<file path="src/rtl/native_to_axi4_master_pkg.sv">
// Shared types and constants for the native-app to AXI4 master bridge.
// Holds the native command codes, bridge FSM states and fixed AXI field values.
package native_axi_pkg;

    typedef enum logic [2:0] {
        NATIVE_WR = 3'b000,
        NATIVE_RD = 3'b001
    } native_cmd_e;

    typedef enum logic [2:0] {
        ST_IDLE    = 3'd0,
        ST_WR_XFER = 3'd1,
        ST_WR_RESP = 3'd2,
        ST_RD_ADDR = 3'd3,
        ST_RD_DATA = 3'd4
    } bridge_state_e;

    localparam logic [1:0] BURST_INCR = 2'b01;
    localparam logic [1:0] RESP_OKAY  = 2'b00;

    // AXI size encoding for a single full-width beat
    function automatic logic [2:0] axi_size_from_width(input int unsigned data_width);
        return 3'($clog2(data_width / 32'd8));
    endfunction

endpackage

</file>
<file path="src/rtl/native_to_axi4_master_if.sv">
// AXI4 bus bundle between the bridge (master) and any AXI4 slave.
// Single clock; axi_aclk must come from the same net as the bridge clock.
interface native_to_axi4_master_if #(
    parameter int ADDR_WIDTH = 29,
    parameter int DATA_WIDTH = 256,
    parameter int ID_WIDTH   = 4
) (
    input logic axi_aclk
);
    logic [ID_WIDTH-1:0]     awid;
    logic [ADDR_WIDTH-1:0]   awaddr;
    logic [7:0]              awlen;
    logic [2:0]              awsize;
    logic [1:0]              awburst;
    logic                    awvalid;
    logic                    awready;
    logic [DATA_WIDTH-1:0]   wdata;
    logic [DATA_WIDTH/8-1:0] wstrb;
    logic                    wlast;
    logic                    wvalid;
    logic                    wready;
    logic [ID_WIDTH-1:0]     bid;
    logic [1:0]              bresp;
    logic                    bvalid;
    logic                    bready;
    logic [ID_WIDTH-1:0]     arid;
    logic [ADDR_WIDTH-1:0]   araddr;
    logic [7:0]              arlen;
    logic [2:0]              arsize;
    logic [1:0]              arburst;
    logic                    arvalid;
    logic                    arready;
    logic [ID_WIDTH-1:0]     rid;
    logic [DATA_WIDTH-1:0]   rdata;
    logic [1:0]              rresp;
    logic                    rlast;
    logic                    rvalid;
    logic                    rready;

    modport master (
        input  axi_aclk,
        output awid, awaddr, awlen, awsize, awburst, awvalid,
        input  awready,
        output wdata, wstrb, wlast, wvalid,
        input  wready,
        input  bid, bresp, bvalid,
        output bready,
        output arid, araddr, arlen, arsize, arburst, arvalid,
        input  arready,
        input  rid, rdata, rresp, rlast, rvalid,
        output rready
    );

    modport slave (
        input  axi_aclk,
        input  awid, awaddr, awlen, awsize, awburst, awvalid,
        output awready,
        input  wdata, wstrb, wlast, wvalid,
        output wready,
        output bid, bresp, bvalid,
        input  bready,
        input  arid, araddr, arlen, arsize, arburst, arvalid,
        output arready,
        output rid, rdata, rresp, rlast, rvalid,
        input  rready
    );

endinterface

</file>
<file path="src/rtl/native_to_axi4_master_fifo.sv">
// First-word fall-through synchronous FIFO used for native commands and write data.
// Push+pop together on a full or empty FIFO leaves occupancy unchanged; a lone push while full is dropped.
module native_sync_fifo #(
    parameter int DEPTH = 4,
    parameter int WIDTH = 8
) (
    input  logic             clock,
    input  logic             rst,
    input  logic             wr_en,
    input  logic [WIDTH-1:0] din,
    input  logic             rd_en,
    output logic [WIDTH-1:0] dout,
    output logic             full,
    output logic             empty
);
    localparam int PW = $clog2(DEPTH);

    logic [WIDTH-1:0] mem_r [DEPTH];
    logic [PW:0]      wr_ptr_r;
    logic [PW:0]      rd_ptr_r;
    logic             push_s;
    logic             pop_s;

    assign empty  = (wr_ptr_r == rd_ptr_r);
    assign full   = (wr_ptr_r[PW-1:0] == rd_ptr_r[PW-1:0]) && (wr_ptr_r[PW] != rd_ptr_r[PW]);
    // an empty FIFO passes din straight through when pushed and popped together
    assign pop_s  = rd_en && (!empty || wr_en);
    assign push_s = wr_en && (!full || rd_en);
    assign dout   = empty ? din : mem_r[rd_ptr_r[PW-1:0]];

    // read/write pointer update
    always_ff @(posedge clock or posedge rst) begin
        if (rst) begin
            wr_ptr_r <= '0;
            rd_ptr_r <= '0;
        end else begin
            if (push_s) begin
                wr_ptr_r <= wr_ptr_r + {{PW{1'b0}}, 1'b1};
            end
            if (pop_s) begin
                rd_ptr_r <= rd_ptr_r + {{PW{1'b0}}, 1'b1};
            end
        end
    end

    // storage array write port
    always_ff @(posedge clock) begin
        if (push_s) begin
            mem_r[wr_ptr_r[PW-1:0]] <= din;
        end
    end

endmodule

</file>
<file path="src/rtl/native_to_axi4_master.sv">
// Bridge from a DDR-controller native app interface to an AXI4 master port.
// Each native command becomes one single-beat AXI4 transaction, in order, one outstanding at a time.
module native_to_axi4_master
    import native_axi_pkg::*;
#(
    parameter int ADDR_WIDTH   = 27,
    parameter int DATA_WIDTH   = 256,
    parameter int ADDR_SHIFT   = 2,
    parameter int ID_WIDTH     = 4,
    parameter int AXI_ID       = 0,
    parameter int CMD_DEPTH    = 4,
    parameter int WDF_DEPTH    = 4,
    parameter int CALIB_CYCLES = 16
) (
    input  logic                      clock,
    input  logic                      rst,
    native_to_axi4_master_if.master   axi_inf,
    input  logic [ADDR_WIDTH-1:0]     app_addr,
    input  logic [2:0]                app_cmd,
    input  logic                      app_en,
    output logic                      app_rdy,
    input  logic [DATA_WIDTH-1:0]     app_wdf_data,
    input  logic [DATA_WIDTH/8-1:0]   app_wdf_mask,
    input  logic                      app_wdf_wren,
    input  logic                      app_wdf_end,
    output logic                      app_wdf_rdy,
    output logic [DATA_WIDTH-1:0]     app_rd_data,
    output logic                      app_rd_data_valid,
    output logic                      app_rd_data_end,
    output logic                      init_calib_complete,
    output logic                      resp_err
);
    localparam int          STRB_W   = DATA_WIDTH / 8;
    localparam int          CMD_W    = ADDR_WIDTH + 3;
    localparam int          WDF_W    = DATA_WIDTH + STRB_W;
    localparam int          CALW     = $clog2(CALIB_CYCLES + 1);
    localparam logic [2:0]  AXI_SIZE = axi_size_from_width(DATA_WIDTH);

    logic [CALW-1:0]        calib_cnt_r;
    logic                   calib_done_r;
    logic                   cmd_push_s, cmd_pop_s, cmd_full_s, cmd_empty_s;
    logic                   wdf_push_s, wdf_pop_s, wdf_full_s, wdf_empty_s;
    logic [CMD_W-1:0]       cmd_dout_s;
    logic [WDF_W-1:0]       wdf_dout_s;
    logic [2:0]             cmd_op_s;
    logic [ADDR_WIDTH-1:0]  cmd_addr_s;
    logic                   aw_done_s, w_done_s;
    logic                   unused_s;

    bridge_state_e          state_r, state_nxt;
    logic                   awvalid_r, awvalid_nxt;
    logic                   wvalid_r, wvalid_nxt;
    logic                   arvalid_r, arvalid_nxt;
    logic                   bready_r, bready_nxt;
    logic                   rready_r, rready_nxt;
    logic [ADDR_WIDTH-1:0]  addr_r, addr_nxt;
    logic [DATA_WIDTH-1:0]  wdata_r, wdata_nxt;
    logic [STRB_W-1:0]      wstrb_r, wstrb_nxt;
    logic [DATA_WIDTH-1:0]  rd_data_r, rd_data_nxt;
    logic                   rd_valid_r, rd_valid_nxt;
    logic                   resp_err_r, resp_err_nxt;

    assign app_rdy     = calib_done_r && !cmd_full_s;
    assign app_wdf_rdy = calib_done_r && !wdf_full_s;
    assign cmd_push_s  = app_en && app_rdy;
    assign wdf_push_s  = app_wdf_wren && app_wdf_rdy;
    assign cmd_op_s    = cmd_dout_s[ADDR_WIDTH +: 3];
    assign cmd_addr_s  = cmd_dout_s[ADDR_WIDTH-1:0];
    assign aw_done_s   = !awvalid_r || axi_inf.awready;
    assign w_done_s    = !wvalid_r || axi_inf.wready;
    // IDs and rlast carry nothing for single-beat in-order traffic; end is implied per beat
    assign unused_s    = ^{axi_inf.bid, axi_inf.rid, axi_inf.rlast, axi_inf.axi_aclk, app_wdf_end};

    native_sync_fifo #(.DEPTH(CMD_DEPTH), .WIDTH(CMD_W)) u_cmd_fifo (
        .clock (clock),
        .rst   (rst),
        .wr_en (cmd_push_s),
        .din   ({app_cmd, app_addr}),
        .rd_en (cmd_pop_s),
        .dout  (cmd_dout_s),
        .full  (cmd_full_s),
        .empty (cmd_empty_s)
    );

    native_sync_fifo #(.DEPTH(WDF_DEPTH), .WIDTH(WDF_W)) u_wdf_fifo (
        .clock (clock),
        .rst   (rst),
        .wr_en (wdf_push_s),
        .din   ({app_wdf_data, app_wdf_mask}),
        .rd_en (wdf_pop_s),
        .dout  (wdf_dout_s),
        .full  (wdf_full_s),
        .empty (wdf_empty_s)
    );

    // calibration delay: done goes high on the CALIB_CYCLES-th clock after reset release
    always_ff @(posedge clock or posedge rst) begin
        if (rst) begin
            calib_cnt_r  <= '0;
            calib_done_r <= 1'b0;
        end else if (!calib_done_r) begin
            calib_cnt_r <= calib_cnt_r + CALW'(1'b1);
            if (calib_cnt_r == CALW'(CALIB_CYCLES - 32'sd1)) begin
                calib_done_r <= 1'b1;
            end
        end
    end

    // next-state and datapath decode for the transaction FSM
    always_comb begin
        state_nxt    = state_r;
        awvalid_nxt  = awvalid_r;
        wvalid_nxt   = wvalid_r;
        arvalid_nxt  = arvalid_r;
        bready_nxt   = bready_r;
        rready_nxt   = rready_r;
        addr_nxt     = addr_r;
        wdata_nxt    = wdata_r;
        wstrb_nxt    = wstrb_r;
        rd_data_nxt  = rd_data_r;
        rd_valid_nxt = 1'b0;
        resp_err_nxt = resp_err_r;
        cmd_pop_s    = 1'b0;
        wdf_pop_s    = 1'b0;
        case (state_r)
            ST_IDLE: begin
                if (!cmd_empty_s) begin
                    case (cmd_op_s)
                        NATIVE_WR: begin
                            // a write waits at the head until its data beat is available
                            if (!wdf_empty_s) begin
                                cmd_pop_s   = 1'b1;
                                wdf_pop_s   = 1'b1;
                                addr_nxt    = cmd_addr_s;
                                wdata_nxt   = wdf_dout_s[STRB_W +: DATA_WIDTH];
                                wstrb_nxt   = ~wdf_dout_s[STRB_W-1:0];
                                awvalid_nxt = 1'b1;
                                wvalid_nxt  = 1'b1;
                                state_nxt   = ST_WR_XFER;
                            end else begin
                                state_nxt   = ST_IDLE;
                            end
                        end
                        NATIVE_RD: begin
                            cmd_pop_s   = 1'b1;
                            addr_nxt    = cmd_addr_s;
                            arvalid_nxt = 1'b1;
                            state_nxt   = ST_RD_ADDR;
                        end
                        default: begin
                            cmd_pop_s = 1'b1;
                        end
                    endcase
                end else begin
                    state_nxt = ST_IDLE;
                end
            end
            ST_WR_XFER: begin
                if (aw_done_s) begin
                    awvalid_nxt = 1'b0;
                end else begin
                    awvalid_nxt = 1'b1;
                end
                if (w_done_s) begin
                    wvalid_nxt = 1'b0;
                end else begin
                    wvalid_nxt = 1'b1;
                end
                if (aw_done_s && w_done_s) begin
                    bready_nxt = 1'b1;
                    state_nxt  = ST_WR_RESP;
                end else begin
                    state_nxt  = ST_WR_XFER;
                end
            end
            ST_WR_RESP: begin
                if (axi_inf.bvalid) begin
                    bready_nxt = 1'b0;
                    state_nxt  = ST_IDLE;
                    if (axi_inf.bresp != RESP_OKAY) begin
                        resp_err_nxt = 1'b1;
                    end else begin
                        resp_err_nxt = resp_err_r;
                    end
                end else begin
                    state_nxt = ST_WR_RESP;
                end
            end
            ST_RD_ADDR: begin
                if (axi_inf.arready) begin
                    arvalid_nxt = 1'b0;
                    rready_nxt  = 1'b1;
                    state_nxt   = ST_RD_DATA;
                end else begin
                    state_nxt   = ST_RD_ADDR;
                end
            end
            ST_RD_DATA: begin
                if (axi_inf.rvalid) begin
                    rready_nxt   = 1'b0;
                    rd_data_nxt  = axi_inf.rdata;
                    rd_valid_nxt = 1'b1;
                    state_nxt    = ST_IDLE;
                    if (axi_inf.rresp != RESP_OKAY) begin
                        resp_err_nxt = 1'b1;
                    end else begin
                        resp_err_nxt = resp_err_r;
                    end
                end else begin
                    state_nxt = ST_RD_DATA;
                end
            end
            default: begin
                state_nxt   = ST_IDLE;
                awvalid_nxt = 1'b0;
                wvalid_nxt  = 1'b0;
                arvalid_nxt = 1'b0;
                bready_nxt  = 1'b0;
                rready_nxt  = 1'b0;
            end
        endcase
    end

    // FSM state, channel handshake flags and holding registers
    always_ff @(posedge clock or posedge rst) begin
        if (rst) begin
            state_r    <= ST_IDLE;
            awvalid_r  <= 1'b0;
            wvalid_r   <= 1'b0;
            arvalid_r  <= 1'b0;
            bready_r   <= 1'b0;
            rready_r   <= 1'b0;
            addr_r     <= '0;
            wdata_r    <= '0;
            wstrb_r    <= '0;
            rd_data_r  <= '0;
            rd_valid_r <= 1'b0;
            resp_err_r <= 1'b0;
        end else begin
            state_r    <= state_nxt;
            awvalid_r  <= awvalid_nxt;
            wvalid_r   <= wvalid_nxt;
            arvalid_r  <= arvalid_nxt;
            bready_r   <= bready_nxt;
            rready_r   <= rready_nxt;
            addr_r     <= addr_nxt;
            wdata_r    <= wdata_nxt;
            wstrb_r    <= wstrb_nxt;
            rd_data_r  <= rd_data_nxt;
            rd_valid_r <= rd_valid_nxt;
            resp_err_r <= resp_err_nxt;
        end
    end

    assign axi_inf.awid    = ID_WIDTH'(AXI_ID);
    assign axi_inf.awaddr  = {addr_r, {ADDR_SHIFT{1'b0}}};
    assign axi_inf.awlen   = 8'd0;
    assign axi_inf.awsize  = AXI_SIZE;
    assign axi_inf.awburst = BURST_INCR;
    assign axi_inf.awvalid = awvalid_r;
    assign axi_inf.wdata   = wdata_r;
    assign axi_inf.wstrb   = wstrb_r;
    assign axi_inf.wlast   = 1'b1;
    assign axi_inf.wvalid  = wvalid_r;
    assign axi_inf.bready  = bready_r;
    assign axi_inf.arid    = ID_WIDTH'(AXI_ID);
    assign axi_inf.araddr  = {addr_r, {ADDR_SHIFT{1'b0}}};
    assign axi_inf.arlen   = 8'd0;
    assign axi_inf.arsize  = AXI_SIZE;
    assign axi_inf.arburst = BURST_INCR;
    assign axi_inf.arvalid = arvalid_r;
    assign axi_inf.rready  = rready_r;

    assign app_rd_data         = rd_data_r;
    assign app_rd_data_valid   = rd_valid_r;
    assign app_rd_data_end     = rd_valid_r;
    assign init_calib_complete = calib_done_r;
    assign resp_err            = resp_err_r;

endmodule

</file>
<file path="src/flat_wrapper.sv">
// flat-port wrapper written by rule: the top's interface ports become plain ports
module native_to_axi4_master_flat import native_axi_pkg::*;
#(
    parameter int ADDR_WIDTH   = 27,
    parameter int DATA_WIDTH   = 256,
    parameter int ADDR_SHIFT   = 2,
    parameter int ID_WIDTH     = 4,
    parameter int AXI_ID       = 0,
    parameter int CMD_DEPTH    = 4,
    parameter int WDF_DEPTH    = 4,
    parameter int CALIB_CYCLES = 16
)
  (clock, rst, app_addr, app_cmd, app_en, app_rdy, app_wdf_data, app_wdf_mask, app_wdf_wren, app_wdf_end, app_wdf_rdy, app_rd_data, app_rd_data_valid, app_rd_data_end, init_calib_complete, resp_err, axi_aclk, axi_inf_awid, axi_inf_awaddr, axi_inf_awlen, axi_inf_awsize, axi_inf_awburst, axi_inf_awvalid, axi_inf_awready, axi_inf_wdata, axi_inf_wstrb, axi_inf_wlast, axi_inf_wvalid, axi_inf_wready, axi_inf_bid, axi_inf_bresp, axi_inf_bvalid, axi_inf_bready, axi_inf_arid, axi_inf_araddr, axi_inf_arlen, axi_inf_arsize, axi_inf_arburst, axi_inf_arvalid, axi_inf_arready, axi_inf_rid, axi_inf_rdata, axi_inf_rresp, axi_inf_rlast, axi_inf_rvalid, axi_inf_rready);
  native_to_axi4_master_if #(.ADDR_WIDTH(ADDR_WIDTH), .DATA_WIDTH(DATA_WIDTH), .ID_WIDTH(ID_WIDTH)) axi_inf_i (.axi_aclk(axi_aclk));
  input  logic clock;
  input  logic rst;
  input  logic [ADDR_WIDTH-1:0] app_addr;
  input  logic [2:0] app_cmd;
  input  logic app_en;
  output logic app_rdy;
  input  logic [DATA_WIDTH-1:0] app_wdf_data;
  input  logic [DATA_WIDTH/8-1:0] app_wdf_mask;
  input  logic app_wdf_wren;
  input  logic app_wdf_end;
  output logic app_wdf_rdy;
  output logic [DATA_WIDTH-1:0] app_rd_data;
  output logic app_rd_data_valid;
  output logic app_rd_data_end;
  output logic init_calib_complete;
  output logic resp_err;
  input wire logic axi_aclk;
  output wire logic [$bits(axi_inf_i.awid)-1:0] axi_inf_awid;
  output wire logic [$bits(axi_inf_i.awaddr)-1:0] axi_inf_awaddr;
  output wire logic [$bits(axi_inf_i.awlen)-1:0] axi_inf_awlen;
  output wire logic [$bits(axi_inf_i.awsize)-1:0] axi_inf_awsize;
  output wire logic [$bits(axi_inf_i.awburst)-1:0] axi_inf_awburst;
  output wire logic [$bits(axi_inf_i.awvalid)-1:0] axi_inf_awvalid;
  input wire logic [$bits(axi_inf_i.awready)-1:0] axi_inf_awready;
  output wire logic [$bits(axi_inf_i.wdata)-1:0] axi_inf_wdata;
  output wire logic [$bits(axi_inf_i.wstrb)-1:0] axi_inf_wstrb;
  output wire logic [$bits(axi_inf_i.wlast)-1:0] axi_inf_wlast;
  output wire logic [$bits(axi_inf_i.wvalid)-1:0] axi_inf_wvalid;
  input wire logic [$bits(axi_inf_i.wready)-1:0] axi_inf_wready;
  input wire logic [$bits(axi_inf_i.bid)-1:0] axi_inf_bid;
  input wire logic [$bits(axi_inf_i.bresp)-1:0] axi_inf_bresp;
  input wire logic [$bits(axi_inf_i.bvalid)-1:0] axi_inf_bvalid;
  output wire logic [$bits(axi_inf_i.bready)-1:0] axi_inf_bready;
  output wire logic [$bits(axi_inf_i.arid)-1:0] axi_inf_arid;
  output wire logic [$bits(axi_inf_i.araddr)-1:0] axi_inf_araddr;
  output wire logic [$bits(axi_inf_i.arlen)-1:0] axi_inf_arlen;
  output wire logic [$bits(axi_inf_i.arsize)-1:0] axi_inf_arsize;
  output wire logic [$bits(axi_inf_i.arburst)-1:0] axi_inf_arburst;
  output wire logic [$bits(axi_inf_i.arvalid)-1:0] axi_inf_arvalid;
  input wire logic [$bits(axi_inf_i.arready)-1:0] axi_inf_arready;
  input wire logic [$bits(axi_inf_i.rid)-1:0] axi_inf_rid;
  input wire logic [$bits(axi_inf_i.rdata)-1:0] axi_inf_rdata;
  input wire logic [$bits(axi_inf_i.rresp)-1:0] axi_inf_rresp;
  input wire logic [$bits(axi_inf_i.rlast)-1:0] axi_inf_rlast;
  input wire logic [$bits(axi_inf_i.rvalid)-1:0] axi_inf_rvalid;
  output wire logic [$bits(axi_inf_i.rready)-1:0] axi_inf_rready;
  assign axi_inf_awid = axi_inf_i.awid;
  assign axi_inf_awaddr = axi_inf_i.awaddr;
  assign axi_inf_awlen = axi_inf_i.awlen;
  assign axi_inf_awsize = axi_inf_i.awsize;
  assign axi_inf_awburst = axi_inf_i.awburst;
  assign axi_inf_awvalid = axi_inf_i.awvalid;
  assign axi_inf_i.awready = axi_inf_awready;
  assign axi_inf_wdata = axi_inf_i.wdata;
  assign axi_inf_wstrb = axi_inf_i.wstrb;
  assign axi_inf_wlast = axi_inf_i.wlast;
  assign axi_inf_wvalid = axi_inf_i.wvalid;
  assign axi_inf_i.wready = axi_inf_wready;
  assign axi_inf_i.bid = axi_inf_bid;
  assign axi_inf_i.bresp = axi_inf_bresp;
  assign axi_inf_i.bvalid = axi_inf_bvalid;
  assign axi_inf_bready = axi_inf_i.bready;
  assign axi_inf_arid = axi_inf_i.arid;
  assign axi_inf_araddr = axi_inf_i.araddr;
  assign axi_inf_arlen = axi_inf_i.arlen;
  assign axi_inf_arsize = axi_inf_i.arsize;
  assign axi_inf_arburst = axi_inf_i.arburst;
  assign axi_inf_arvalid = axi_inf_i.arvalid;
  assign axi_inf_i.arready = axi_inf_arready;
  assign axi_inf_i.rid = axi_inf_rid;
  assign axi_inf_i.rdata = axi_inf_rdata;
  assign axi_inf_i.rresp = axi_inf_rresp;
  assign axi_inf_i.rlast = axi_inf_rlast;
  assign axi_inf_i.rvalid = axi_inf_rvalid;
  assign axi_inf_rready = axi_inf_i.rready;
  native_to_axi4_master #(.ADDR_WIDTH(ADDR_WIDTH), .DATA_WIDTH(DATA_WIDTH), .ADDR_SHIFT(ADDR_SHIFT), .ID_WIDTH(ID_WIDTH), .AXI_ID(AXI_ID), .CMD_DEPTH(CMD_DEPTH), .WDF_DEPTH(WDF_DEPTH), .CALIB_CYCLES(CALIB_CYCLES)) u_core (.clock(clock), .rst(rst), .axi_inf(axi_inf_i), .app_addr(app_addr), .app_cmd(app_cmd), .app_en(app_en), .app_rdy(app_rdy), .app_wdf_data(app_wdf_data), .app_wdf_mask(app_wdf_mask), .app_wdf_wren(app_wdf_wren), .app_wdf_end(app_wdf_end), .app_wdf_rdy(app_wdf_rdy), .app_rd_data(app_rd_data), .app_rd_data_valid(app_rd_data_valid), .app_rd_data_end(app_rd_data_end), .init_calib_complete(init_calib_complete), .resp_err(resp_err));
endmodule
</file>
<file path="config.mk">
export PLATFORM = sky130hd
export DESIGN_NAME = native_to_axi4_master_flat
export DESIGN_NICKNAME = d
export VERILOG_FILES = /design/src/rtl/native_to_axi4_master_pkg.sv /design/src/rtl/native_to_axi4_master_if.sv /design/src/rtl/native_to_axi4_master_fifo.sv /design/src/rtl/native_to_axi4_master.sv /design/src/flat_wrapper.sv
export SDC_FILE = /design/constraint.sdc
export NUM_CORES = 2
export LEC_CHECK = 0
export ABC_CLOCK_PERIOD_IN_PS = 26500
export BUFFER_PORTS_ARGS = -buffer_cell sky130_fd_sc_hd__buf_2
export CORE_AREA = 3 3 484 486
export CTS_CLUSTER_DIAMETER = 80
export DETAILED_ROUTE_END_ITERATION = 16
export DIE_AREA = 0 0 487 489
export PLACE_DENSITY_LB_ADDON = 0.2
export SLEW_MARGIN = 20
export SYNTH_ARGS = -nofsm -noshare
export SYNTH_HDL_FRONTEND = slang
export SYNTH_SLANG_ARGS = --single-unit
</file>
<file path="constraint.sdc">
create_clock -name clock -period 26.5 [get_ports clock]
set_input_delay 2.65 -clock clock [delete_from_list [all_inputs] [get_ports clock]]
set_output_delay 2.65 -clock clock [all_outputs]
set_load 0.1 [all_outputs]
</file>
# Yosys cells after proc, flatten, opt, wreduce, memory -nomap -nowiden
# Memory sizes are Yosys's and may differ from the RTL's.
# Index checks and enable logic that the tools add are counted.
word_totals:
  regBits: 597
  ramBits: 1272
  n_memories: 2
classes:
  add_sub_neg: 5
  n_eq_ne: 24
  mux: 49
  bitwise: 7
  n_reduce_logical: 41
mem_list:
  columns: ["name", "depth", "width", "rd", "rd_clocked_by_memory_dff", "wr", "line", "text"]
  rows:
  - ["u_core.u_wdf_fifo.mem_r", 4, 288, 1, 0, 1, "native_to_axi4_master_fifo.sv:18", "logic [WIDTH-1:0] mem_r [DEPTH];"]
  - ["u_core.u_cmd_fifo.mem_r", 4, 30, 1, 0, 1, "native_to_axi4_master_fifo.sv:18", null]
op_table:
  columns: ["op", "n"]
  rows:
  - ["288-bit 2-to-1 mux", 1]
  - ["25-bit case mux with 2 select lines", 1]
  - ["1-bit 2-to-1 mux", 32]
  - ["32-bit NOT", 1]
  - ["30-bit 2-to-1 mux", 1]
  - ["25-bit 2-to-1 mux", 1]
  - ["2-bit != test (second input constant)", 8]
  - ["4-bit AND reduction", 4]
  - ["1-bit case mux with 3 select lines", 5]
  - ["3-bit case mux with 5 select lines", 1]
  - ["3-bit by 1-bit adder with 3-bit output (second input constant)", 4]
  - ["3-bit OR reduction", 4]
  - ["1-bit logical AND", 11]
  - ["3-bit 2-to-1 mux", 3]
  - ["2-bit nonzero test", 4]
  - ["3-bit by 1-bit == test with 1-bit output (second input constant)", 2]
  - ["3-bit by 2-bit == test with 1-bit output (second input constant)", 2]
  - ["3-bit == test", 2]
  - ["1-bit logical NOT", 6]
  - ["3-bit logical NOT", 2]
  - ["1-bit logical OR", 6]
  - ["2-bit by 1-bit != test with 1-bit output (second input constant)", 3]
  - ["1-bit NOT", 6]
  - ["3-bit case mux with 2 select lines", 1]
  - ["other kinds (11)", 15]

# Longest topological paths before layout
logic_depth:
  word_depth: 10
  depth_mapped: 9
  ltp_nobuf: 5

# Modules after synthesis
# A second synthesis with hierarchy kept.
hier_totals:
  hier_cells: 3497
  hier_area_um2: 73324.1
modules_own_cells:
  columns: ["mod", "n_inst", "cells_each", "area_per_inst_um2"]
  rows:
  - ["native_sync_fifo (u_core.u_wdf_fifo)", 1, 1867, 45478.6]
  - ["native_to_axi4_master", 1, 1396, 22509.1]
  - ["native_sync_fifo (u_core.u_cmd_fifo)", 1, 234, 5336.4]

# Worst setup path before layout
# OpenSTA, ideal clock, no wires.
synth_path:
  path_kind: "in2reg"
  startpoint: "in app_wdf_wren"
  endpoint: "mem u_core.u_wdf_fifo.mem_r[3][0] (netlist bit), enable pin"
  setup_ps: 689
  arrival_ps: 9282
  required_time_ps: 25811
  path_slack_ps: 16529
  cell_stages: 1
  path_buffers: 0
  cell_sequence: "and3_1"
synth_via:
  elab_chain_cells: 4
synth_lines:
  columns: ["element", "line", "text"]
  rows:
  - ["start: declaration", "flat_wrapper.sv:23", "input logic app_wdf_wren;"]
  - ["1-bit logical AND", "native_to_axi4_master.sv:66", "assign wdf_push_s = app_wdf_wren && app_wdf_rdy;"]
  - ["1-bit logical AND", "native_to_axi4_master_fifo.sv:28", "assign push_s = wr_en && (!full || rd_en);"]
  - ["1-bit 2-to-1 mux", "native_to_axi4_master_fifo.sv:48", "if (push_s) begin"]
  - ["1-bit 2-to-1 mux (implied by the code)", "native_to_axi4_master_fifo.sv:49", "mem_r[wr_ptr_r[PW-1:0]] <= din;"]
  - ["end: declaration", "native_to_axi4_master_fifo.sv:18", null]
# Every way passes these cells.

==> summary.md <==
| Metric | Value |
|---|---|
| CTS resizes | `0` |
| #FFs+latches synth | `1861` |
| WP data required | `27250 ps` |
| Vias in the first global route | `36552` |
| Layout cells sized above 1 | `0.4750` |
| CTS max path bufs | `3` |
| R2r startpoint | `u_core.u_cmd_fifo.rd_ptr_r[1]$_DFFE_PP0P_` |
| Final Cycle Share | `0.2410` |
| GPL Wtd Cong | `0.8682` |
| Syn. warnings | `0` |
| Clock skew | `65.13 ps` |
| Drt wl/cell | `28.47 microns` |
| Reg2reg setup slack | `20200 ps` |
| CP Launch Type | `input pin` |
| Run status | `finished, final reports clean` |
| Seq/Total Area, Yosys | `0.7720` |
| Post-synth EDFFs | `1264` |
| Arrival @ worst endpoint | `7140 ps` |
| Pre-antenna DRT Iters | `5` |
| Crit path max fanout | `88` |
| Total CTS buffers | `202` |
| Hold Vio Cnt, Final | `0` |
| Synth cell types | `41` |
| Clock root cell | `clkbuf_16` |
| Synth area leaders | `edfxtp_1 55%, dfrtp_1 22%, mux4_2 10%` |
| Top cell type's share of synthesized area | `0.5539` |
| Starting DRT DRC Count | `2034` |
| Reg2reg end | `u_core.axi_inf.wdata[160]$_DFFE_PP0P_` |
| Vias | `35548` |
| CP Class | `in -> async` |
| Crit end category | `async pin` |
| Site row count | `176` |
| Hold path endpoint | `u_core.calib_cnt_r[3]$_DFFE_PP0N_` |
| GRT Util Overall | `0.1794` |
| I/O Buffers | `1189` |
| Cells after Synth | `3157` |
| Unrepaired setup endpoints after global routing | `no` |
| Io pins | `1242` |
| Initial Util | `0.2978` |
| Worst hold start | `u_core.calib_cnt_r[3]$_DFFE_PP0N_` |
| Area growth syn-to-layout | `23.61%` |
| Clock Latency Late Sink | `820 ps` |
| CTS tree | `done` |
| Clk slew on worst S/H paths | `60 ps` |
| Post-synth top area cell | `edfxtp_1` |
| Synth cell count leaders | `1264 x edfxtp_1, 597 x dfrtp_1, 315 x mux4_2` |
| Largest net degree at the start of global routing | `155` |
| Post-CTS setup buffers | `0` |
| Setup TNS Final | `0 ps` |
| Core ar. | `230100 sq um` |
| Worst R2R Path Depth | `10` |
| Remaining DRCs | `0` |
| Relative slew slack | `0.3185` |
| CTS HTree Levels | `4` |
| F_max | `0.1566 GHz` |
| Cell depth of the worst min-delay path | `1` |
| Die Span Y | `489 microns` |
| HP Class | `reg -> reg` |
| Count leader, synth | `edfxtp_1` |
| Via-to-Cell Ratio | `4.615` |
| First-pass GRT wire length | `300.9 mm` |
| Max Transition Viols Final | `0` |
| Endpoints failing setup | `0` |
| Transition time at the pin with the least slew margin | `1022 ps` |
| Max_cap viols | `0` |
| Primary FF master, synth | `edfxtp_1` |
| Avg Cell Area, Syn | `21.70 sq um` |
| Nets | `5038` |
| Initial antenna violation count | `213` |
| Total wire length | `219.3 mm` |
| Async SR Flop Fraction | `0.3208` |
| Hold buffer count at CTS | `0` |
| Gr ovfl total | `0` |
| Mapped Area | `68520 sq um` |
| TritonCTS Sinks | `1861` |
| Die area | `238100 sq um` |
| Min Clock Period, post-route | `6386 ps` |
| Post-route antenna net violation count | `0` |
| Final HPWL DP | `153.6 mm` |
| Die Wd | `487 microns` |
cell type report:
type                       instances  area [sq um]
multi-input combinational       1110         14580
timing repair buffer            1240          6409
sequential                      1861         52900
fill                           21507        145400
tap                             3026          3786
antenna                           73         182.7
clock buffer                     295          5837
inverter                          13         56.30
clock inverter                    85         944.7
routing by layer:
layer,GRT usage,vias to the layer above,wire length [microns]
met5,0,-,548
met4,0.05931,86,7907
met3,0.07755,551,21800
met2,0.2902,1346,104700
met1,0.2147,18491,84360
li1,-,15074,-
worst max-delay path by stage:
| stage | startpoint | endpoint |
|---|---|---|
| after detailed placement | rst | u_core.app_rd_data[148]$_DFFE_PP0P_ |
| final | rst | u_core.app_rd_data[97]$_DFFE_PP0P_ |
| after global placement | rst | u_core.app_rd_data[179]$_DFFE_PP0P_ |
| after CTS | rst | u_core.app_rd_data[69]$_DFFE_PP0P_ |
| after global routing | rst | u_core.app_rd_data[108]$_DFFE_PP0P_ |
| after floorplan | rst | u_core.addr_r[0]$_DFFE_PP0P_ |
sequential cells by signal, indices dropped and copies added (netlist names), 5 cells and up:
name,cells
u_core.app_rd_data,256
u_core.axi_inf.wstrb,32
u_core.u_cmd_fifo.mem_r,112
u_core.u_wdf_fifo.mem_r,1152
u_core.addr_r,25
u_core.axi_inf.wdata,256
u_core.calib_cnt_r,5
placed cells by master (no fill, tap or decap), types with 2 or more instances in the layout:
cell type   instances
nor2_1             11
xnor2_1            10
conb_1             39
clkbuf_8           39
nand2_1            65
nand3_1             3
mux4_2            315
clkinv_16           4
and3_1              4
a31oi_1             2
inv_6               5
buf_2            1189
dfrtp_1           594
buf_12              6
o21ai_0            65
inv_16              4
mux2_1            210
inv_1              12
buf_4              45
diode_2            73
clkinv_1           20
ha_1               12
dfrtp_4             2
inv_8               3
mux2_2            307
clkbuf_16         204
and3_2              3
clkbuf_1           52
mux2i_1            26
a21oi_1             6
edfxtp_1         1264
clkinvlp_4          5
bufinv_16          13
and3_4              5
xor2_1              7
clkinv_2           30
through the flow:
stage	hold WS [ps]	util	setup slack [ps]	area, sq um	std cells
after floorplan	438.8	-	7140	68660	3194
after global placement	462.6	0.3378	19060	77740	7250
after detailed placement	456.6	0.3378	19040	77740	7250
after CTS	469.1	0.3673	19920	84520	7630
after global routing	496.9	0.3677	19500	84620	7670
final	467.4	0.3681	20110	84700	7703
critical path, cell delays in order:
cell,delay (ps)
buf_2,130
inv_8,550
buf_4,530
buf_4,600
buf_4,770
buf_4,780
buf_4,850
kinds of logic after synthesis:
group,after synthesis,share of synthesized area
mux,858,0.1923
xor+xnor,17,0.002173
simple gates,98,0.006336
buf+inv,223,0.01795
compound gates,86,0.006994
flops,1861,0.7720
fa+ha+maj,12,0.002191
other cells,2,0.0001096
Power is left out: the tool's default activity adds up to more than one toggle a clock period on the data nets, which glitch-free logic cannot reach.
